$ cat config.mk
export PLATFORM = sky130hd
export DESIGN_NAME = pipeline_hazard_ctrl
export DESIGN_NICKNAME = d
export VERILOG_FILES = /design/src/rtl/pipeline_hazard_ctrl.sv
export SDC_FILE = /design/constraint.sdc
export NUM_CORES = 1
export LEC_CHECK = 0
export CORE_MARGIN = 2
export CORE_UTILIZATION = 27
export CTS_CLUSTER_SIZE = 30
export DETAILED_ROUTE_END_ITERATION = 6
export HOLD_SLACK_MARGIN = 0.06
export SYNTH_ARGS = -nofsm -noshare
export SYNTH_HDL_FRONTEND = slang
export SYNTH_SLANG_ARGS = --single-unit
$ cat constraint.sdc
create_clock -name clk_i -period 8.6 [get_ports clk_i]
set_input_delay 2.58 -clock clk_i [delete_from_list [all_inputs] [get_ports clk_i]]
set_output_delay 2.58 -clock clk_i [all_outputs]
set_load 0.02 [all_outputs]
$ cat src/rtl/pipeline_hazard_ctrl.sv
// Stall/flush sequencer for the 5-stage RV32I pipeline.
// Resolves, highest priority first: data-memory wait, taken redirect from X,
// fetch-refill bubbles after a redirect, and load-use hazards between X and D.
// Ports:
//   clk_i, rst_ni                 clock, asynchronous active-low reset
//   inst_D_i, inst_X_i            instructions currently in D and X
//   memrd_X_i, regwen_X_i         X is a load / X writes rd
//   br_taken_X_i                  taken branch/jump resolved in X
//   dmem_busy_i                   LSU cannot finish the M-stage access
//   pc_en_o, fd_en_o, dx_en_o, xm_en_o      pipeline register enables
//   fd_flush_o, dx_flush_o, mw_flush_o      bubble injects
//   state_o                       0 RUN, 1 REDIRECT, 2 MEM_WAIT
//   stall_cnt_o, flush_cnt_o      saturating performance counters
module pipeline_hazard_ctrl #(
    parameter int unsigned REDIRECT_CYCLES = 1,
    parameter int unsigned CNT_W           = 16
) (
    input  logic             clk_i,
    input  logic             rst_ni,
    input  logic [31:0]      inst_D_i,
    input  logic [31:0]      inst_X_i,
    input  logic             memrd_X_i,
    input  logic             regwen_X_i,
    input  logic             br_taken_X_i,
    input  logic             dmem_busy_i,
    output logic             pc_en_o,
    output logic             fd_en_o,
    output logic             dx_en_o,
    output logic             xm_en_o,
    output logic             fd_flush_o,
    output logic             dx_flush_o,
    output logic             mw_flush_o,
    output logic [1:0]       state_o,
    output logic [CNT_W-1:0] stall_cnt_o,
    output logic [CNT_W-1:0] flush_cnt_o
);

    localparam int unsigned RCNT_W = 3;

    localparam logic [6:0] OP_LUI    = 7'b0110111;
    localparam logic [6:0] OP_AUIPC  = 7'b0010111;
    localparam logic [6:0] OP_JAL    = 7'b1101111;
    localparam logic [6:0] OP_RTYPE  = 7'b0110011;
    localparam logic [6:0] OP_STORE  = 7'b0100011;
    localparam logic [6:0] OP_BRANCH = 7'b1100011;

    typedef enum logic [1:0] {
        ST_RUN      = 2'd0,
        ST_REDIRECT = 2'd1,
        ST_MEM_WAIT = 2'd2
    } state_e;

    state_e            state_q, state_d;
    state_e            saved_q, saved_d;
    state_e            eff_state;
    logic [RCNT_W-1:0] rcnt_q, rcnt_d;
    logic [CNT_W-1:0]  stall_cnt_q, flush_cnt_q;
    logic              redirect_acc;

    // Load-use detection: X load targets a register D actually reads.
    logic [6:0] op_d;
    logic [4:0] rs1_d, rs2_d, rd_x;
    logic       uses_rs1, uses_rs2, luh;
    logic       unused_inst;

    assign op_d     = inst_D_i[6:0];
    assign rs1_d    = inst_D_i[19:15];
    assign rs2_d    = inst_D_i[24:20];
    assign rd_x     = inst_X_i[11:7];
    assign uses_rs1 = !((op_d == OP_LUI) || (op_d == OP_AUIPC) || (op_d == OP_JAL));
    assign uses_rs2 = (op_d == OP_RTYPE) || (op_d == OP_STORE) || (op_d == OP_BRANCH);
    assign luh      = memrd_X_i && regwen_X_i && (rd_x != 5'd0) &&
                      (((rd_x == rs1_d) && uses_rs1) || ((rd_x == rs2_d) && uses_rs2));
    assign unused_inst = ^{inst_D_i[31:25], inst_D_i[14:7], inst_X_i[31:12], inst_X_i[6:0]};

    // Next-state and combinational control outputs.
    always_comb begin
        state_d      = state_q;
        saved_d      = saved_q;
        rcnt_d       = rcnt_q;
        redirect_acc = 1'b0;
        pc_en_o      = 1'b1;
        fd_en_o      = 1'b1;
        dx_en_o      = 1'b1;
        xm_en_o      = 1'b1;
        fd_flush_o   = 1'b0;
        dx_flush_o   = 1'b0;
        mw_flush_o   = 1'b0;
        // While waiting on memory, the interrupted state governs the release cycle.
        eff_state    = (state_q == ST_MEM_WAIT) ? saved_q : state_q;

        if (dmem_busy_i) begin
            pc_en_o    = 1'b0;
            fd_en_o    = 1'b0;
            dx_en_o    = 1'b0;
            xm_en_o    = 1'b0;
            mw_flush_o = 1'b1;
            state_d    = ST_MEM_WAIT;
            if (state_q != ST_MEM_WAIT) begin
                saved_d = state_q;
            end
        end else if (br_taken_X_i) begin
            fd_flush_o   = 1'b1;
            dx_flush_o   = 1'b1;
            redirect_acc = 1'b1;
            if (REDIRECT_CYCLES > 1) begin
                rcnt_d  = RCNT_W'(REDIRECT_CYCLES - 1);
                state_d = ST_REDIRECT;
            end else begin
                rcnt_d  = '0;
                state_d = ST_RUN;
            end
        end else if (eff_state == ST_REDIRECT) begin
            fd_flush_o = 1'b1;
            rcnt_d     = rcnt_q - RCNT_W'(1);
            state_d    = (rcnt_q == RCNT_W'(1)) ? ST_RUN : ST_REDIRECT;
        end else begin
            state_d = ST_RUN;
            // Hold PC and F/D one cycle; the load moves on to M behind a bubble.
            if (luh) begin
                pc_en_o    = 1'b0;
                fd_en_o    = 1'b0;
                dx_flush_o = 1'b1;
            end
        end

        if (!rst_ni) begin
            pc_en_o    = 1'b0;
            fd_en_o    = 1'b0;
            dx_en_o    = 1'b0;
            xm_en_o    = 1'b0;
            fd_flush_o = 1'b1;
            dx_flush_o = 1'b1;
            mw_flush_o = 1'b1;
        end
    end

    // FSM state register.
    always_ff @(posedge clk_i or negedge rst_ni) begin
        if (!rst_ni) begin
            state_q <= ST_RUN;
            saved_q <= ST_RUN;
            rcnt_q  <= '0;
        end else begin
            state_q <= state_d;
            saved_q <= saved_d;
            rcnt_q  <= rcnt_d;
        end
    end

    // Saturating performance counters.
    always_ff @(posedge clk_i or negedge rst_ni) begin
        if (!rst_ni) begin
            stall_cnt_q <= '0;
            flush_cnt_q <= '0;
        end else begin
            if (!pc_en_o && (stall_cnt_q != '1)) begin
                stall_cnt_q <= stall_cnt_q + CNT_W'(1);
            end
            if (redirect_acc && (flush_cnt_q != '1)) begin
                flush_cnt_q <= flush_cnt_q + CNT_W'(1);
            end
        end
    end

    assign state_o     = state_q;
    assign stall_cnt_o = stall_cnt_q;
    assign flush_cnt_o = flush_cnt_q;

endmodule
Word-level counts from Yosys, hierarchy flattened
Index checks and enable logic that the tools add are counted.
W data, S select, Z words.
- bits in registers: 39
- bits in latches: 0
- RAM bits: 0
- ROM bits: 0
- input bits: 70
- output and inout bits: 41
- word-level logic and storage cells: 68
- memories kept: 0
- add/sub/neg operators: 3
- multipliers: 0
- div/mod/pow operators: 0
- $lt $le $gt $ge: 0
- eq/ne operators: 14
- shift-type cells: 0
- muxes and demuxes: 27
- bitwise operators: 1
- reduce and logical (&&, ||, !) cells: 18
- operators by type and width (operator ; count):
    $add A16 B1 Y16 const B ; 2
    $ne A16 B16 Y1 const B ; 2
    $mux W1 ; 23
    $eq A7 B6 Y1 const B ; 3
    $eq A7 B7 Y1 const B ; 2
    $eq A5 B5 Y1 ; 2
    $eq A7 B5 Y1 const B ; 1
    $logic_and A1 B1 Y1 ; 7
    $mux W3 ; 2
    $logic_or A1 B1 Y1 ; 5
    $reduce_bool A5 Y1 ; 1
    $mux W2 ; 2
    $reduce_and A2 Y1 ; 2
    $eq A3 B1 Y1 const B ; 1
    $sub A3 B1 Y3 const B ; 1
    $eq A2 B1 Y1 const B ; 1
    $eq A2 B2 Y1 const B ; 1
    $logic_not A1 Y1 ; 2
    $ne A2 B2 Y1 const B ; 1
    $reduce_bool A2 Y1 ; 1
    $not A1 Y1 ; 1

Logic depth before layout (Yosys ltp)
- word-level depth: 14
- depth in mapped cells: 8
- mapped depth without buffers: 7

Least setup slack after synthesis
No wires, ideal clock.
- path type: input to output
- start point: input port dmem_busy_i
- end point: output port pc_en_o
- arrival: 4340 ps
- data required time: 6020 ps
- setup slack: 1680 ps
- stages on the path: 6
- buffers on the path: 3
- path through: clkbuf_1 > nor2b_1 > inv_1 > clkbuf_1 > nor2_1 > buf_4
- word-level cells in the longest chain between the ends: 2
- RTL lines (item ; line ; RTL):
    from (decl) ; 25 ; input logic dmem_busy_i,
    $mux W1 (2 in a row) ; n/a ;
    to (decl) ; 26 ; output logic pc_en_o,
Every way passes these cells.

Final worst setup path
- start point: input port inst_X_i[11]
- end point: output port fd_en_o
- word-level cells in the longest chain between the ends: 9
- elaborated cells on any way between the ends: 13
- those cells by class: eq/ne: 2; mux: 5; reduce/logical: 6
- RTL lines (item ; line ; RTL):
    from (decl) ; 21 ; input logic [31:0] inst_X_i,
    $eq A5 B5 Y1 ; 73 ; (((rd_x == rs1_d) && uses_rs1) || ((rd_x == rs2_d) && uses_rs2));
    $logic_and A1 B1 Y1 ; 73 ;
    $logic_or A1 B1 Y1 ; 73 ;
    $logic_and A1 B1 Y1 (*) ; 72 ; assign luh = memrd_X_i && regwen_X_i && (rd_x != 5'd0) &&
    $mux W1 (*) ; 120 ; if (luh) begin
    $mux W1 (*) ; 113 ; end else if (eff_state == ST_REDIRECT) begin
    $mux W1 (*) ; 102 ; end else if (br_taken_X_i) begin
    $mux W1 (*) ; 92 ; if (dmem_busy_i) begin
    $mux W1 (*) ; 127 ; if (!rst_ni) begin
    to (decl) ; 27 ; output logic fd_en_o,
Every way passes the cells marked *; elsewhere a longest branch is shown, timed or not.

==> impl_metrics.env <==
export IMPL_wl_microns=5220
export IMPL_yosys_area_top_type="dfrtp_1"
export IMPL_synth_top_area_frac=0.444
export IMPL_pwr_share_clk=0.254
export IMPL_yosysMostFrequentCell="dfrtp_1"
export IMPL_tns_ns=0
export IMPL_yosysWarnings=0
export IMPL_crit_type="in2out"
export IMPL_n_fill_cell=810
export IMPL_numClockSinks=39
export IMPL_fin_cells=389
export IMPL_post_route_min_period_ns=7.66
export IMPL_yosysUniqueCellTypes=42
export IMPL_synth_edf_count=0
export IMPL_internal_power_uw=408
export IMPL_syn_area_sq_um=2200
export IMPL_path_cells="clkdlybuf4s50_1 > xnor2_1 > nand3_1 > or4_4 > o32ai_4 > buf_4 > nor2_1 > clkdlybuf4s50_1"
export IMPL_timing_final_crit_share=0.890
export IMPL_combPwrFrac=0.325
export IMPL_fin_area_sq_um=3080
export IMPL_cts_setup_buffers=0
export IMPL_cts_buffers=5
export IMPL_clockBufferDepth=2
export IMPL_fmax_mhz=131
export IMPL_yosys_top_cells_area="dfrtp_1 (44%), xnor2_1 (9.6%), xor2_1 (4.0%)"
export IMPL_ant_nets=0
export IMPL_synth_nets=291
export IMPL_power_share_switching=0.333
export IMPL_first_global_vias=1884
export IMPL_grt_overflow=0
export IMPL_tightest_slew_ns=0.592
export IMPL_drc=0
export IMPL_worst_clock_skew_ns=0.00932
export IMPL_leakage_nw=1.26
export IMPL_first_pass_iters=4
export IMPL_postCtsHoldBufs=0
export IMPL_layout_drive_gt1_share=0.0627
export IMPL_insertion_delay_ns=0.29
export IMPL_gp_congestion=0.799
export IMPL_dp_cells=381
export IMPL_routedWlPerCell_microns=13.4
export IMPL_cp_slowest_cell="or4_4"
export IMPL_synth_ff_type="dfrtp_1"
export IMPL_cts_resized=0
export IMPL_vias_per_cell=4.74
export IMPL_setup_violations=0
export IMPL_dp_hpwl_microns=3820
export IMPL_numPortBuffers=68
export IMPL_antenna_found_initial=1
export IMPL_initial_core_util=0.282
export IMPL_synth_seq_cells=39
export IMPL_cts_root_buf="clkbuf_8"
export IMPL_rows=32
export IMPL_max_slew_margin=0.604
export IMPL_path_common_cell="clkdlybuf4s50_1"
export IMPL_synth_avg_cell_area_sq_um=10.1
export IMPL_rsz0062_at_grt="no"
export IMPL_crit_arrival_ns=5.08
export IMPL_pin_count=111
export IMPL_grt_pass1_wl_microns=8900
export IMPL_maxCapViolCount=0
export IMPL_min_path_type="reg2reg"
export IMPL_power_frac_seq=0.420
export IMPL_placed_area_sq_um=2970
export IMPL_power_uw=612
export IMPL_core_sq_um=7810
export IMPL_powerDensity_nw_per_um2=199
export IMPL_htree_num_levels=2
export IMPL_final_hold_viol_count=0
export IMPL_clk_pin_slew_ns=0.08
export IMPL_worst_path_largest_cell_delay_ns=0.57
export IMPL_fp_dieH_microns=94.2
export IMPL_status="finished, final reports clean"
export IMPL_postSynthCellCount=217
export IMPL_syn_to_final_growth_pct=40.2
export IMPL_cp_start_kind="primary input"
export IMPL_finalMaxSlewViolations=0
export IMPL_setup_slack_ns=0.943
export IMPL_seq_area_frac_synth=0.444
export IMPL_synthTopCellsByCount="dfrtp_1 (39), xnor2_1 (24), nand2_1 (15)"
export IMPL_die_x_microns=94.2
export IMPL_track_usage=0.126
export IMPL_grt_start_max_net_pins=42
export IMPL_path_max_fanout=15
export IMPL_vdd_drop_max_mv=0.103
export IMPL_n_antenna_cell=0
export IMPL_crit_required_ns=6.02
export IMPL_pre_cts_slack_ns=0.945
export IMPL_drtIter0Drc=82
export IMPL_endpoint_kind="primary output"
export IMPL_num_vias=1843
export IMPL_ys_async_sr_fraction=1.00
export IMPL_cts_tree="done"
export IMPL_die_area_sq_um=8880
export IMPL_final_net_count=360
export IMPL_p_sw_uw=204
worst max-delay path, delay by kind of cell:
| family | cells | cell delay (ns) |
|---|---|---|
| AOI/OAI and AO/OA | 1 | 0.21 |
| xor gates and xnor gates | 1 | 0.14 |
| buffers and inverters | 3 | 1.37 |
| and+or+nand+nor | 3 | 0.76 |
through the flow:
| step | util | hold WS [ns] |
|---|---|---|
| floorplan | - | 0.443 |
| global placement | 0.380 | 0.460 |
| detailed placement | 0.380 | 0.470 |
| CTS | 0.395 | 0.489 |
| global route | 0.395 | 0.507 |
| finish | 0.395 | 0.484 |
layout make-up:
| type | instances | area [sq um] | area share |
|---|---|---|---|
| multi-input combinational | 162 | 1150 | 0.372 |
| sequential | 39 | 976 | 0.317 |
| timing repair buffer | 70 | 691 | 0.224 |
| tap | 102 | 128 | 0.0414 |
| clock buffer | 5 | 68.8 | 0.0223 |
| clock inverter | 3 | 43.8 | 0.0142 |
| inverter | 8 | 30.0 | 0.00974 |
worst paths after layout:
path	startpoint	to	slack, ns	depth (start not counted)
setup / recovery	inst_X_i[11]	fd_en_o	0.94	8
hold / removal	rcnt_q[1]	rcnt_q[1]	0.48	2
setup reg to reg	stall_cnt_o[0]	stall_cnt_o[1]	6.13	6
hold reg to reg	rcnt_q[1]	rcnt_q[1]	0.48	2
max in group asynchronous	rst_ni	stall_cnt_o[13]	5.88	2
min in group asynchronous	rst_ni	stall_cnt_o[6]	2.37	2
flip-flops by register name, summed over array words and instances, names as in the netlist:
name,count
flush_cnt_o,16
stall_cnt_o,16
rcnt_q,3
saved_q,2
state_o,2
kinds of logic (layout without fill, tap and decap cells):
family	count (synthesis)	in the layout	share of synthesized area
compound gates	34	34	0.126
mux	5	5	0.0250
fa+ha+maj	4	4	0.0228
flops	39	39	0.444
xor+xnor	34	34	0.135
buf+inv	16	86	0.0347
simple gates	85	85	0.212
power by group through the flow:
stage	Combinational [mW]	Clock (mW)	Sequential, mW
finish	0.199	0.156	0.257
CTS	0.202	0.160	0.257
detailed placement	0.202	0	0.259
global route	0.217	0.170	0.262
floorplan	0.0687	0	0.289
global placement	0.198	0	0.259
metal layers:
metal,GRT usage,wire (microns),vias up
met4,0.0374,59,0
li1,-,-,918
met1,0.165,2420,873
met5,0,0,-
met3,0.0321,245,7
met2,0.205,2490,45
layout by cell type, fill, tap and decap left out, types with 3 or more instances in the layout:
| cell type | count |
|---|---|
| o211ai_1 | 7 |
| nand3_1 | 11 |
| inv_1 | 8 |
| o2111ai_1 | 3 |
| clkdlybuf4s50_1 | 67 |
| ha_1 | 4 |
| clkbuf_8 | 5 |
| nor3_1 | 4 |
| and3_1 | 11 |
| xnor2_1 | 24 |
| dfrtp_1 | 39 |
| o21ai_0 | 6 |
| nand4_1 | 9 |
| nand2_1 | 15 |
| xor2_1 | 10 |
| a21oi_1 | 4 |
| nor2b_1 | 5 |
| nor2_1 | 14 |
| and2_1 | 5 |
| and4_1 | 6 |
Note: power is estimated with default switching activity, not from simulation.
